$ cat config.mk
export PLATFORM = sky130hd
export DESIGN_NAME = sequence_generator_flat
export DESIGN_NICKNAME = d
export VERILOG_FILES = /design/src/rtl/sequence_generator_pkg.sv /design/src/rtl/sequence_generator_if.sv /design/src/rtl/sequence_generator_bit_counter.sv /design/src/rtl/sequence_generator.sv /design/src/flat_wrapper.sv
export SDC_FILE = /design/constraint.sdc
export NUM_CORES = 1
export LEC_CHECK = 0
export ABC_AREA = 1
export BUFFER_PORTS_ARGS = -buffer_cell sky130_fd_sc_hd__buf_4
export CAP_MARGIN = 20
export CORE_UTILIZATION = 48
export CTS_CLUSTER_DIAMETER = 120
export DETAILED_ROUTE_END_ITERATION = 12
export GPL_TIMING_DRIVEN = 1
export PLACE_DENSITY = 0.74
export SLEW_MARGIN = 0
export SYNTH_ARGS = -nofsm -noshare
export SYNTH_HDL_FRONTEND = slang
export SYNTH_SLANG_ARGS = --single-unit
$ cat constraint.sdc
create_clock -name clk -period 1.3 [get_ports clk]
set_input_delay 0.26 -clock clk [delete_from_list [all_inputs] [get_ports clk]]
set_output_delay 0.26 -clock clk [all_outputs]
set_load 0.01 [all_outputs]
$ cat src/rtl/sequence_generator_pkg.sv
// Shared constants for the serial pattern transmitter and the detector benches
// that consume its output.
package sequence_generator_pkg;

    // Default geometry: pattern length and repeat-count width.
    localparam int unsigned SG_WIDTH = 8;
    localparam int unsigned SG_CNT_W = 4;

    // Two-bit state encodings; the fourth code is unused and recovers to idle.
    localparam logic [1:0] ST_IDLE  = 2'd0;
    localparam logic [1:0] ST_SHIFT = 2'd1;
    localparam logic [1:0] ST_DONE  = 2'd2;

endpackage

$ cat src/rtl/sequence_generator_if.sv
// Load handshake, bit-advance enable and serial output of the pattern transmitter.
interface sequence_generator_if
    import sequence_generator_pkg::*;
#(
    parameter int unsigned WIDTH = SG_WIDTH,
    parameter int unsigned CNT_W = SG_CNT_W
) ();

    logic             load_valid;
    logic             load_ready;
    logic [WIDTH-1:0] pattern;
    logic [CNT_W-1:0] rep;
    logic             en;
    logic             out;
    logic             out_valid;
    logic             busy;
    logic             done;

    // Pattern source / consumer side.
    modport master (
        output load_valid, pattern, rep, en,
        input  load_ready, out, out_valid, busy, done
    );

    // Transmitter side.
    modport slave (
        input  load_valid, pattern, rep, en,
        output load_ready, out, out_valid, busy, done
    );

endinterface

$ cat src/rtl/sequence_generator_bit_counter.sv
// Loadable down-counter with zero flag; decrement saturates at zero.
module bit_counter #(
    parameter int unsigned W = 4
) (
    input  logic         clk_i,
    input  logic         rst_ni,
    input  logic         clr_i,
    input  logic         load_i,
    input  logic [W-1:0] load_val_i,
    input  logic         dec_i,
    output logic [W-1:0] cnt_o,
    output logic         zero_o
);

    logic [W-1:0] cnt_q;

    // Clear has priority over load, load over decrement; never wraps below zero.
    always_ff @(posedge clk_i or negedge rst_ni) begin
        if (!rst_ni) begin
            cnt_q <= '0;
        end else if (clr_i) begin
            cnt_q <= '0;
        end else if (load_i) begin
            cnt_q <= load_val_i;
        end else if (dec_i && (cnt_q != '0)) begin
            cnt_q <= cnt_q - 1'b1;
        end
    end

    assign cnt_o  = cnt_q;
    assign zero_o = (cnt_q == '0);

endmodule

$ cat src/rtl/sequence_generator.sv
// Serial pattern transmitter: loads a WIDTH-bit pattern plus repeat count and
// shifts it out MSB-first, one bit per enabled clock, (rep+1) times.
module sequence_generator
    import sequence_generator_pkg::*;
#(
    parameter int unsigned WIDTH = SG_WIDTH,
    parameter int unsigned CNT_W = SG_CNT_W
) (
    input logic                 clk,
    input logic                 reset,
    sequence_generator_if.slave io
);

    localparam int unsigned      IDX_W    = (WIDTH > 1) ? $clog2(WIDTH) : 1;
    localparam logic [IDX_W-1:0] IDX_LAST = IDX_W'(WIDTH - 1);

    logic [1:0]       state_q;
    logic [1:0]       state_d;
    logic [WIDTH-1:0] sh_q;
    logic [IDX_W-1:0] idx_q;
    logic             idx_zero;
    logic [CNT_W-1:0] rcnt_q;
    logic             rcnt_zero;
    logic             accept;
    logic             step;
    logic             wrap;
    logic             clear;

    // Per-cycle control strobes derived from the registered state.
    always_comb begin
        accept = (state_q == ST_IDLE) && io.load_valid;
        step   = (state_q == ST_SHIFT) && io.en;
        wrap   = step && idx_zero && (rcnt_q != '0);
        clear  = (state_q != ST_IDLE) && (state_q != ST_SHIFT) && (state_q != ST_DONE);
    end

    // Next-state selection; the unused code falls back to idle.
    always_comb begin
        state_d = state_q;
        case (state_q)
            ST_IDLE:  if (accept) state_d = ST_SHIFT;
            ST_SHIFT: if (step && idx_zero && rcnt_zero) state_d = ST_DONE;
            ST_DONE:  state_d = ST_IDLE;
            default:  state_d = ST_IDLE;
        endcase
    end

    // State register and pattern capture on the load handshake.
    always_ff @(posedge clk or negedge reset) begin
        if (!reset) begin
            state_q <= ST_IDLE;
            sh_q    <= '0;
        end else begin
            state_q <= state_d;
            if (accept) begin
                sh_q <= io.pattern;
            end else if (clear) begin
                sh_q <= '0;
            end
        end
    end

    bit_counter #(.W(IDX_W)) u_idx (
        .clk_i      (clk),
        .rst_ni     (reset),
        .clr_i      (clear),
        .load_i     (accept || wrap),
        .load_val_i (IDX_LAST),
        .dec_i      (step && !idx_zero),
        .cnt_o      (idx_q),
        .zero_o     (idx_zero)
    );

    bit_counter #(.W(CNT_W)) u_rcnt (
        .clk_i      (clk),
        .rst_ni     (reset),
        .clr_i      (clear),
        .load_i     (accept),
        .load_val_i (io.rep),
        .dec_i      (wrap),
        .cnt_o      (rcnt_q),
        .zero_o     (rcnt_zero)
    );

    // Moore output decode from registered state only.
    always_comb begin
        io.load_ready = 1'b0;
        io.out        = 1'b0;
        io.out_valid  = 1'b0;
        io.busy       = 1'b0;
        io.done       = 1'b0;
        case (state_q)
            ST_IDLE: io.load_ready = 1'b1;
            ST_SHIFT: begin
                io.out_valid = 1'b1;
                io.busy      = 1'b1;
                io.out       = sh_q[idx_q];
            end
            ST_DONE: begin
                io.busy = 1'b1;
                io.done = 1'b1;
            end
            default: ;
        endcase
    end

endmodule
$ cat src/flat_wrapper.sv
// flat-port wrapper written by rule: the top's interface ports become plain ports
module sequence_generator_flat import sequence_generator_pkg::*;
#(
    parameter int unsigned WIDTH = SG_WIDTH,
    parameter int unsigned CNT_W = SG_CNT_W
)
  (clk, reset, io_load_valid, io_pattern, io_rep, io_en, io_load_ready, io_out, io_out_valid, io_busy, io_done);
  sequence_generator_if #(.WIDTH(WIDTH), .CNT_W(CNT_W)) io_i ();
  input logic clk;
  input logic reset;
  input wire logic [$bits(io_i.load_valid)-1:0] io_load_valid;
  input wire logic [$bits(io_i.pattern)-1:0] io_pattern;
  input wire logic [$bits(io_i.rep)-1:0] io_rep;
  input wire logic [$bits(io_i.en)-1:0] io_en;
  output wire logic [$bits(io_i.load_ready)-1:0] io_load_ready;
  output wire logic [$bits(io_i.out)-1:0] io_out;
  output wire logic [$bits(io_i.out_valid)-1:0] io_out_valid;
  output wire logic [$bits(io_i.busy)-1:0] io_busy;
  output wire logic [$bits(io_i.done)-1:0] io_done;
  assign io_i.load_valid = io_load_valid;
  assign io_i.pattern = io_pattern;
  assign io_i.rep = io_rep;
  assign io_i.en = io_en;
  assign io_load_ready = io_i.load_ready;
  assign io_out = io_i.out;
  assign io_out_valid = io_i.out_valid;
  assign io_busy = io_i.busy;
  assign io_done = io_i.done;
  sequence_generator #(.WIDTH(WIDTH), .CNT_W(CNT_W)) u_core (.clk(clk), .reset(reset), .io(io_i));
endmodule
* After elaboration in Yosys (flattened, before gate mapping)
Cells that the tools add are included.
** Storage, ports and cells
- Bits in registers :: 17
- Word-level logic and storage cells :: 54
** Cells by class
- $add $sub $neg :: 2
- $lt $le $gt $ge :: 1
- Eq/ne operators :: 6
- Muxes and demuxes :: 18
- Reduce and logical (&&, ||, !) cells :: 23
** Operators by type and width (count)
- $mux 8 :: 2
- $mux 4 :: 3
- $logic_and 1x1->1 :: 10
- $mux 3 :: 3
- $reduce_bool 3->1 :: 3
- $mux 1 :: 6
- $logic_not 4->1 :: 1
- $lt 3x4->1 const B :: 1
- $mux 2 :: 2
- $ne 2x1->1 const B :: 2
- $ne 2x2->1 const B :: 2
- $pmux 2 s2 :: 1
- $reduce_bool 2->1 :: 2
- $reduce_bool 4->1 :: 1
- $sub 4x1->4 const B :: 1
- $bmux 1 s3 :: 1
- $logic_not 3->1 :: 1
- $sub 3x1->3 const B :: 1
- $eq 2x1->1 const B :: 1
- $eq 2x2->1 const B :: 1
- $logic_not 2->1 :: 1
- $reduce_and 2->1 :: 1
- $reduce_or 2->1 :: 1
- $logic_not 1->1 :: 1
- $logic_or 1x1->1 :: 1

* Longest topological paths before layout
Gate-level depths: netlist (run 1).
- Depth in word-level cells :: 8
- Depth in mapped cells :: 10
- Mapped depth without buffers :: 9

* Modules after synthesis
Synthesis (run 1) repeated with hierarchy kept, for this count alone.
** Unflattened totals
- Cell total of the unflattened synthesis :: 156
- Area total of the unflattened synthesis :: 1204.9 µm²
** By module, submodules not included
- sequence_generator :: times used 1, cells an instance 86, area each 658.1 µm², seq. area each 250.2 µm²
- bit_counter at u_core.u_rcnt :: times used 1, cells an instance 42, area each 341.6 µm², seq. area each 100.1 µm²
- bit_counter at u_core.u_idx :: times used 1, cells an instance 28, area each 205.2 µm², seq. area each 75.1 µm²

* Worst setup path before layout (run 1)
Ideal clock, no wire load.
- Path type :: register -> register
- Start :: register u_core.state_q[0]
- End :: register u_core.u_rcnt.cnt_q[3] (netlist: u_core.u_rcnt.cnt_o[3])
- Arrival time :: 1.364 ns
- Required time :: 1.182 ns
- Setup slack :: -0.183 ns
- Cell stages (with the launch flop) :: 8
- Clock period less this slack :: 1.483 ns
- Path through :: dfrtp_1 -> inv_1 -> ha_1 -> nand2_1 -> buf_2 -> or2_2 -> nand4_1 -> nand2_1
** On the way
- Word-level cells in the longest chain between the ends :: 6
- Elaborated cells on any way between the ends :: 15
- Classes of those cells :: 3 x eq/ne; 2 x mux; 10 x reduce/logical
** RTL lines
- start: declaration :: line sequence_generator.sv:17 : logic [1:0] state_q;
- start signal: assignment :: line sequence_generator.sv:54 : state_q <= state_d;
- $eq 2x1->1 :: line sequence_generator.sv:32 : step = (state_q == ST_SHIFT) && io.en;
- $logic_and 1x1->1 :: line sequence_generator.sv:32
- $logic_and 1x1->1 (2 in series) :: line sequence_generator.sv:33 : wrap = step && idx_zero && (rcnt_q != '0);
- $logic_and 1x1->1 :: line sequence_generator_bit_counter.sv:25 : end else if (dec_i && (cnt_q != '0)) begin
- $reduce_bool 3->1 (no source line)
- end signal: assignment :: line sequence_generator_bit_counter.sv:24 : cnt_q <= load_val_i;
- end signal: assignment :: line sequence_generator_bit_counter.sv:26 : cnt_q <= cnt_q - 1'b1;
- end: declaration :: line sequence_generator_bit_counter.sv:15 : logic [W-1:0] cnt_q;
Several ways; a longest one is shown, not always the timed one.
A chain may end at the register's enable or synchronous reset.

* Worst setup path after layout (run 1)
- Start :: register u_core.u_idx.cnt_q[0] (netlist: u_core.u_idx.cnt_o[0])
- End :: output port io_out
** On the way
- Word-level cells in the longest chain between the ends :: 3
** RTL lines
- start: declaration :: line sequence_generator_bit_counter.sv:15
- start signal: assignment :: line sequence_generator_bit_counter.sv:24
- start signal: assignment :: line sequence_generator_bit_counter.sv:26
- $bmux 1 s3 :: line sequence_generator.sv:97 : io.out = sh_q[idx_q];
- $mux 1 (implied by the code) :: line sequence_generator.sv:97
- $mux 1 :: line sequence_generator.sv:92 : case (state_q)
- end: declaration :: line flat_wrapper.sv:16 : output wire logic [$bits(io_i.out)-1:0] io_out;
No other way between the ends. The select of a mux whose other input is x is not followed.

==> results of run 1 <==
cell usage in the layout, fill, tap and decap left out, types with 2 or more instances in the layout:
cell type / n
inv_1: 11
nor2_1: 4
nand4_1: 2
ha_1: 6
o21ai_2: 5
clkbuf_4: 3
inv_4: 5
buf_6: 13
nand3_1: 16
o21ai_0: 3
buf_4: 29
a22o_1: 4
a21oi_1: 2
nand2_4: 4
dfrtp_2: 3
inv_2: 2
dfrtp_1: 14
nand2_1: 26
o211ai_1: 2
nor2_4: 2
ha_4: 4
o21ai_1: 4
nand2_2: 5
repair_timing:
action                     in CTS  in global routing
buffers inserted                6                  5
pin swaps                       6                  8
gates resized for setup        18                 22
setup endpoints to repair      22                 22
gates cloned                    0                  1
hold buffers                    1                  0
hold endpoints to repair       17                  0
worst reg2reg max path, delay by kind of cell, from the launching register on:
kind | cells | cell delay (ps)
AND/OR/NAND/NOR | 6 | 510
flip-flops | 1 | 460
buffers and inverters | 4 | 380
adder cells (fa/ha/maj) | 1 | 150
per-layer routing:
metal | GRT usage, % | up-vias | share of wire, %
met5 | 0 | - | 0
met4 | 4.29 | 0 | 0.59
met3 | 3.74 | 2 | 3.3
met2 | 41.8 | 31 | 53
met1 | 29.1 | 496 | 43
li1 | - | 525 | -
registers in the layout, summed over array words and instances (netlist names):
name and cells:
u_core.sh_q 8, u_core.u_rcnt.cnt_o 4, u_core.u_idx.cnt_o 3, u_core.state_q 2
path summary, 6_finish.rpt:
check / slack [ps] / cells past startpoint / end / start
min in group asynchronous: 360 / 2 / u_core.sh_q[6] / reset
max in group asynchronous: 730 / 2 / u_core.state_q[0] / reset
setup / recovery: -310 / 6 / io_out / u_core.u_idx.cnt_o[0]
hold reg to reg: 530 / 1 / u_core.sh_q[0] / u_core.sh_q[0]
hold / removal: 180 / 3 / u_core.sh_q[1] / io_pattern[1]
setup reg to reg: -290 / 11 / u_core.u_idx.cnt_o[2] / u_core.u_idx.cnt_o[0]
area by class of cell:
type | count | area [µm²] | share of cell area (%)
well taps | 27 | 33.8 | 2.09
multi-input cells | 94 | 671 | 41.6
inverters | 18 | 80.1 | 4.96
clock buffers | 4 | 26.3 | 1.63
repair buffers | 43 | 374 | 23.2
flip-flops and latches | 17 | 429 | 26.6
logic make-up (layout without fill, tap and decap cells):
kind of cell	Yosys count	after routing	share of synthesized area (%)
AO/OA/AOI/OAI	22	22	12.9
adder cells (fa/ha/maj)	10	10	11.6
AND/OR/NAND/NOR	60	61	27.3
XOR/XNOR	1	1	0.813
buffers and inverters	21	65	7.90
flip-flops	17	17	39.5
metrics by stage:
stage | power (mW) | cell area [µm²] | setup TNS, ps | hold slack [ps] | std cells
after floorplan | 2.46 | 1140 | -18.1 | -35.6 | 131
after global placement | 3.00 | 1380 | -573 | 137 | 186
after detailed placement | 3.07 | 1380 | -1150 | 140 | 186
after CTS | 3.68 | 1510 | -2580 | 181 | 197
after global routing | 4.43 | 1610 | -5310 | 179 | 203
final | 4.07 | 1610 | -3910 | 182 | 203
power by group through the flow:
stage	combinational [mW]	clock [mW]	sequential, mW
final	2.77	0.285	1.01
after global routing	3.06	0.327	1.04
after CTS	2.40	0.289	0.988
after detailed placement	2.07	0	1.01
after global placement	2.00	0	0.999
after floorplan	1.53	0	0.934
==> out/results.txt, run 1 <==
DRT iter0 DRCs = 27
final core occ = 79.0%
first-pass GRT wire length = 4280 µm
Routed WL = 2730 µm
share of synthesized registers carrying an async set or reset = 100%
routed vias/inst = 5.19
final worst slack = -305 ps
P_sw = 1.76 mW
CTS tree = yes
synth warn = 0
WL/cell = 13.4 µm
internal power = 2.31 mW
pre-CTS setup slack = -107 ps
Max-cap violations = 0
Clock Path Buffers = 2
H-tree Lvls = 1
die height = 49.4 µm
Worst Path Buf+Inv = 2
# IOs = 21
Peak Freq = 623 MHz
die width = 49.4 µm
FILL cells = 141
CP required = 1040 ps
max-slew violation count = 0
Clock Skew = 8.40 ps
synth unique cells = 24
Pwr Density = 2520 nW/µm²
area leader, netlist = dfrtp_1
Synth area leaders = dfrtp_1, ha_1, nand2_1
Tmin final = 1610 ps
vias in the first global route = 971
WS Path Type = reg2out
Synth Register Bits = 17
switch share = 43.2%
Max stage delay cell, worst path = dfrtp_2
Worst-Margin Slew = 230 ps
Seq pwr share = 24.9%
synthesized cell area = 1080 µm²
Syn-to-layout area delta = 49.8%
Crit path arrival time = 1350 ps
Initial Utilization = 52.8%
gr ovfl total = 0
syn_area_per_cell = 8.22 µm²
synth cell count leaders = nand2_1, dfrtp_1, inv_1, nand3_1, ha_1
Yosys top cell area share = 39.5%
Antenna diodes = 0
Clock Sinks = 17
all-layer global routing usage = 23.2%
EDFF count, synth = 0
most frequent cell after synthesis = nand2_1
Worst slew margin = 84.5%
Syn Nets = 157
port buffer count = 20
Mapped Cells = 131
Final Cycle Share = 123%
outcome = finished, violations left
Hold Path Class = in2reg
P_leak = 0.817 nW
Top Family by Delay on Critical Path = flip-flops
Gate power share = 68.1%
failing checks = setup timing
DRC viols = 0
Cell Chain, Critical Path = buf_6 -> o211ai_1 -> nand3_1 -> nand2_1 -> nor2_1 -> buf_4
Final setup viols = 22
CP Launch Type = flop
Fin. Hold Viols = 0
NumNets Final = 203
CP max stage delay = 460 ps
vias post-DR = 1054
CP max FO = 6
die footprint = 2440 µm²
CTS clk-pin slew, worst paths = 110 ps
clock root buffer master = clkbuf_4
initial antenna violation count = 0
unrepaired setup endpoints after global routing = yes
register area share after synthesis = 39.5%
hpwl dp = 1780 µm
Worst setup EP type = output pin
Initial DRT Pass Iterations = 4
Placer Congestion = 0.872
Post-synth top flop = dfrtp_1
largest net degree at the start of global routing = 18
# rows = 16
Final ANT Viol Nets = 0
Clk network pwr share = 7.0%
clock latency on the worst-skew pair = 290 ps
VDD IR max = 1.68 mV
core area = 2040 µm²
layout cells sized above 1 = 44.3%
CTS buffer count = 3
(Power assumes the default switching activity.)
==> run 2, diff against run 1 <==
CORE_UTILIZATION = 51   (was 48)
PLACE_DENSITY = 0.75   (was 0.74)
clock period = 1.8 ns   (was 1.3 ns; I/O delays follow)
==> out/results.txt, run 2 (synthesis results as in run 1) <==
outcome = finished, violations left
failing checks = setup timing
die footprint = 2300 µm² (-5.6%)
# rows = 16 (unchanged)
unrepaired setup endpoints after global routing = yes
Hold Path Class = in2reg
Area after DPL = 1260 µm² (-8.6%)
CP required = 1440 ps (+400 ps)
layout cells sized above 1 = 29.2% (-15 points)
commonest non-fill, non-tap cell in the layout = nand2_1
hpwl dp = 1720 µm (-3.1%)
Peak Freq = 554 MHz
largest net degree at the start of global routing = 18 (unchanged)
VDD IR max = 0.914 mV (-46%)
DRT iter0 DRCs = 26 (-3.7%)
vias post-DR = 954 (-9.5%)
CTS tree = yes
core area = 1980 µm² (-2.9%)
Hold Slack = 254 ps (+71.1 ps)
CTS clk-pin slew, worst paths = 100 ps (about the same)
Clock Skew = 2.12 ps (-6.27 ps)
CP max FO = 5 (-1)
die height = 48.0 µm (-2.9%)
Final ANT Viol Nets = 0 (unchanged)
Routed WL = 2370 µm (-13%)
Max-cap violations = 0 (unchanged)
Final setup viols = 1 (-95%)
# IOs = 21 (unchanged)
gr ovfl total = 0 (unchanged)
initial antenna violation count = 0 (unchanged)
final worst slack = -5.38 ps (+300 ps)
Clock Path Buffers = 2 (unchanged)
DRC viols = 0 (unchanged)
H-tree Lvls = 1 (unchanged)
Final Cycle Share = 100%
reg2reg start = u_core.u_idx.cnt_o[0]
Post-Layout Inst Area = 1350 µm² (-16%)
vias in the first global route = 806 (-17%)
Placer Congestion = 0.780 (-11%)
Initial DRT Pass Iterations = 5 (+1)
NumNets Final = 188 (-7.4%)
Tmin final = 1810 ps
Initial Utilization = 54.4% (+1.6 points)
clock root buffer master = clkbuf_4
Antenna diodes = 0 (unchanged)
WS Path Type = reg2out
register name with the most flops = u_core.sh_q
Clock Sinks = 17 (unchanged)
first-pass GRT wire length = 3510 µm (-18%)
Fin. Hold Viols = 0 (unchanged)
Pwr Density = 1730 nW/µm² (-31%)
Worst setup EP type = output pin
CP Launch Type = flop
routed vias/inst = 5.07 (-2.3%)
placed cell count = 177 (-4.8%)
Worst-Margin Slew = 243 ps (+12.5 ps)
final core occ = 68.2% (-11 points)
max-slew violation count = 0 (unchanged)
P_leak = 0.722 nW (-12%)
Crit path arrival time = 1450 ps (+100 ps)
Worst slew margin = 83.8% (-0.71 points)
Worst Hold Launch = io_pattern[3]
Critical path origin = u_core.u_idx.cnt_o[0]
clock latency on the worst-skew pair = 300 ps (about the same)
number of flip-flops in the largest register = 8 (unchanged)
CTS buffer count = 3 (unchanged)
die width = 48.0 µm (-2.9%)
Syn-to-layout area delta = 25.6%
most frequent cells in the layout = nand2_1, buf_4, nand3_1, dfrtp_1, inv_1
all-layer global routing usage = 22.9% (-0.28 points)
port buffer count = 20 (unchanged)
WL/cell = 12.6 µm (-6.2%)
Cell Count, Final, Fillers Out = 188 (-7.4%)
## run 2: worst paths after layout
kind                                               end  slack, ps  cells after the start
worst min-delay path                    u_core.sh_q[3]        250                      3
worst max register to register       u_core.state_q[0]        110                      9
max in group asynchronous        u_core.u_idx.cnt_o[0]       1150                      2
worst min register to register          u_core.sh_q[6]        510                      1
min in group asynchronous       u_core.u_rcnt.cnt_o[1]        440                      2
worst max-delay path                            io_out         -5                      6
## run 2: critical path, cell delays in order (launching register included)
cell	delay, ps
dfrtp_2	460
buf_6	150
o211ai_1	160
nand3_1	90
nand2_1	90
nor2_1	50
buf_4	130
## run 2: layout make-up
type	instances	area, µm²
Clock buffer	3	22.5
Fill cell	167	629
Multi-Input combinational cell	93	569
Sequential cell	17	427
Tap cell	27	33.8
Inverter	18	67.6
Timing Repair Buffer	29	228
Clock inverter	1	5.00
## run 2: stage by stage
step | setup slack, ps | total power [mW] | setup TNS, ps
finish | -5.38 | 2.34 | -5.38
global route | -78.0 | 2.55 | -78.0
CTS | 15.7 | 2.21 | 0
detailed placement | 148 | 1.97 | 0
global placement | 259 | 1.93 | 0
floorplan | 317 | 1.63 | 0
## run 2: power by group
| group | switching, mW | internal, mW |
|---|---|---|
| combinational | 0.760 | 0.639 |
| clock | 0.134 | 0.0831 |
| sequential | 0.157 | 0.564 |
## run 2: repair_timing
item                       in CTS  in global routing
gates cloned                    0                  0
gates resized for setup         2                  7
hold endpoints to repair       17                  0
pin swaps                       0                  5
buffers inserted                0                  6
hold buffers                    1                  0
setup endpoints to repair       1                  3
## run 2: routing by layer
| metal | global-route usage [%] | wire length [µm] | share of wire [%] |
|---|---|---|---|
| met1 | 31.7 | 1110 | 47 |
| met4 | 10.0 | 40 | 1.7 |
| met3 | 4.53 | 89 | 3.8 |
| met5 | 0 | 0 | 0 |
| met2 | 34.6 | 1130 | 48 |
==> run 3, diff against run 2 <==
==> constraint.sdc (replaced) <==
create_clock -name clk -period 1.8 [get_ports clk]
set_input_delay 0.36 -clock clk [delete_from_list [all_inputs] [get_ports clk]]
set_output_delay 0.36 -clock clk [all_outputs]
set_load 0.005 [all_outputs]
==> out/results.txt, run 3 (synthesis results as in run 1) <==
outcome = completed
DRC viols = 0 (unchanged)
port buffer count = 20 (unchanged)
CP required = 1440 ps (about the same)
Syn-to-layout area delta = 25.8%
Antenna diodes = 0 (unchanged)
CTS clk-pin slew, worst paths = 100 ps (about the same)
Max stage delay cell, worst path = dfrtp_2
Area after DPL = 1260 µm² (unchanged)
most frequent cells in the layout = nand2_1, buf_4, nand3_1, dfrtp_1, inv_1
Routed WL = 2380 µm (+0.68%)
reg2reg setup slack = 100 ps (about the same)
largest net degree at the start of global routing = 18 (unchanged)
vias post-DR = 975 (+2.2%)
Final ANT Viol Nets = 0 (unchanged)
Worst-Margin Slew = 232 ps (-10.4 ps)
Fin. Hold Viols = 0 (unchanged)
die width = 48.0 µm (unchanged)
cell depth of the worst hold path = 3 (unchanged)
# IOs = 21 (unchanged)
Clock Skew = 3.12 ps (+0.999 ps)
Final Cycle Share = 99.6% (-0.71 points)
Placer Congestion = 0.780 (unchanged)
routed wl met2 = 1150 µm (+1.4%)
# rows = 16 (unchanged)
WS Path Type = reg2out
Peak Freq = 558 MHz (+0.71%)
Post-Layout Inst Area = 1360 µm² (+0.18%)
max-slew violation count = 0 (unchanged)
Initial DRT Pass Iterations = 4 (-1)
final core occ = 68.4% (+0.13 points)
Worst setup EP type = output pin
Clock Path Buffers = 2 (unchanged)
WL/cell = 12.7 µm (+0.68%)
NumNets Final = 188 (unchanged)
core area = 1980 µm² (unchanged)
Clock Sinks = 17 (unchanged)
Worst slew margin = 84.4% (+0.57 points)
Final setup viols = 0 (-1)
Top Family by Delay on Critical Path = flip-flops
P_leak = 0.723 nW (about the same)
R2R depth = 9 (unchanged)
VDD IR max = 0.901 mV (-1.5%)
clock root buffer master = clkbuf_4
first-pass GRT wire length = 3510 µm (unchanged)
Tmin final = 1790 ps (-12.8 ps)
all-layer global routing usage = 22.8% (-0.078 points)
pre-CTS setup slack = 148 ps (unchanged)
unrepaired setup endpoints after global routing = yes
Cell Chain, Critical Path = buf_6 -> nand2_2 -> o211ai_1 -> nand3_1 -> nand2_1 -> nor2_1 -> buf_4
routed vias/inst = 5.19 (+2.2%)
CTS buffer count = 3 (unchanged)
Pwr Total = 2.32 mW (-0.89%)
Pwr Density = 1710 nW/µm² (-1.1%)
clock latency on the worst-skew pair = 300 ps (about the same)
Top Layer Used = met4
commonest non-fill, non-tap cell in the layout = nand2_1
Crit path arrival time = 1430 ps (-20 ps)
final worst slack = 7.42 ps (+12.8 ps)
DRT iter0 DRCs = 27 (+3.8%)
Worst Path Buf+Inv = 2 (unchanged)
CP max FO = 5 (unchanged)
met3 WL = 81 µm (-9.0%)
Max-cap violations = 0 (unchanged)
WL met1 = 1120 µm (+0.63%)
H-tree Lvls = 1 (unchanged)
initial antenna violation count = 0 (unchanged)
CP Launch Type = flop
vias in the first global route = 803 (-0.37%)
die height = 48.0 µm (unchanged)
Levels on crit path = 7 (+1)
number of flip-flops in the largest register = 8 (unchanged)
Initial Utilization = 54.4% (unchanged)
hpwl dp = 1720 µm (unchanged)
die footprint = 2300 µm² (unchanged)
gr ovfl total = 0 (unchanged)
register name with the most flops = u_core.sh_q
CTS tree = yes
CP max stage delay = 460 ps (about the same)
layout cells sized above 1 = 29.8% (+0.62 points)
Hold Path Class = in2reg
[run 3: per-layer routing]
| metal | up-vias | track usage [%] |
|---|---|---|
| met5 | - | 0 |
| met4 | 0 | 10.0 |
| met3 | 5 | 4.53 |
| met2 | 18 | 34.3 |
| met1 | 463 | 31.7 |
| li1 | 489 | - |
[run 3: final cells by class]
cell class / count / area (µm²)
Clock buffer: 3 / 22.5
Timing Repair Buffer: 29 / 228
Inverter: 18 / 67.6
Clock inverter: 1 / 5.00
Fill cell: 167 / 627
Tap cell: 27 / 33.8
Multi-Input combinational cell: 93 / 572
Sequential cell: 17 / 427
[run 3: path summary, 6_finish.rpt]
kind	endpoint	start
worst min-delay path	u_core.sh_q[3]	io_pattern[3]
worst max register to register	u_core.state_q[0]	u_core.u_idx.cnt_o[0]
max in group asynchronous	u_core.u_idx.cnt_o[0]	reset
min in group asynchronous	u_core.sh_q[0]	reset
worst max-delay path	io_out	u_core.u_idx.cnt_o[0]
worst min register to register	u_core.sh_q[6]	u_core.sh_q[6]
[run 3: power breakdown]
part           leakage, nW  switching (mW)  internal (mW)
combinational        0.493           0.740          0.638
clock               0.0177           0.134         0.0831
sequential           0.212           0.158          0.564
[run 3: metrics by stage]
step	hold WS, ps	cells	setup TNS, ps
finish	254	188	0
global placement	237	177	0
global route	275	188	-70.3
floorplan	64.4	131	0
CTS	253	182	0
detailed placement	239	177	0
[run 3: timing repair]
action,in CTS,in global routing
cloned,0,0
setup buffers,0,6
pin swaps,0,6
hold buffers,1,0
endpoints found under the hold margin,17,0
endpoints found under the setup margin,1,2
resized for setup,1,8
[run 3: tightest hold or removal path: stages]
cell and delay (ps):
buf_4 70, nand2_1 40, o21ai_0 60
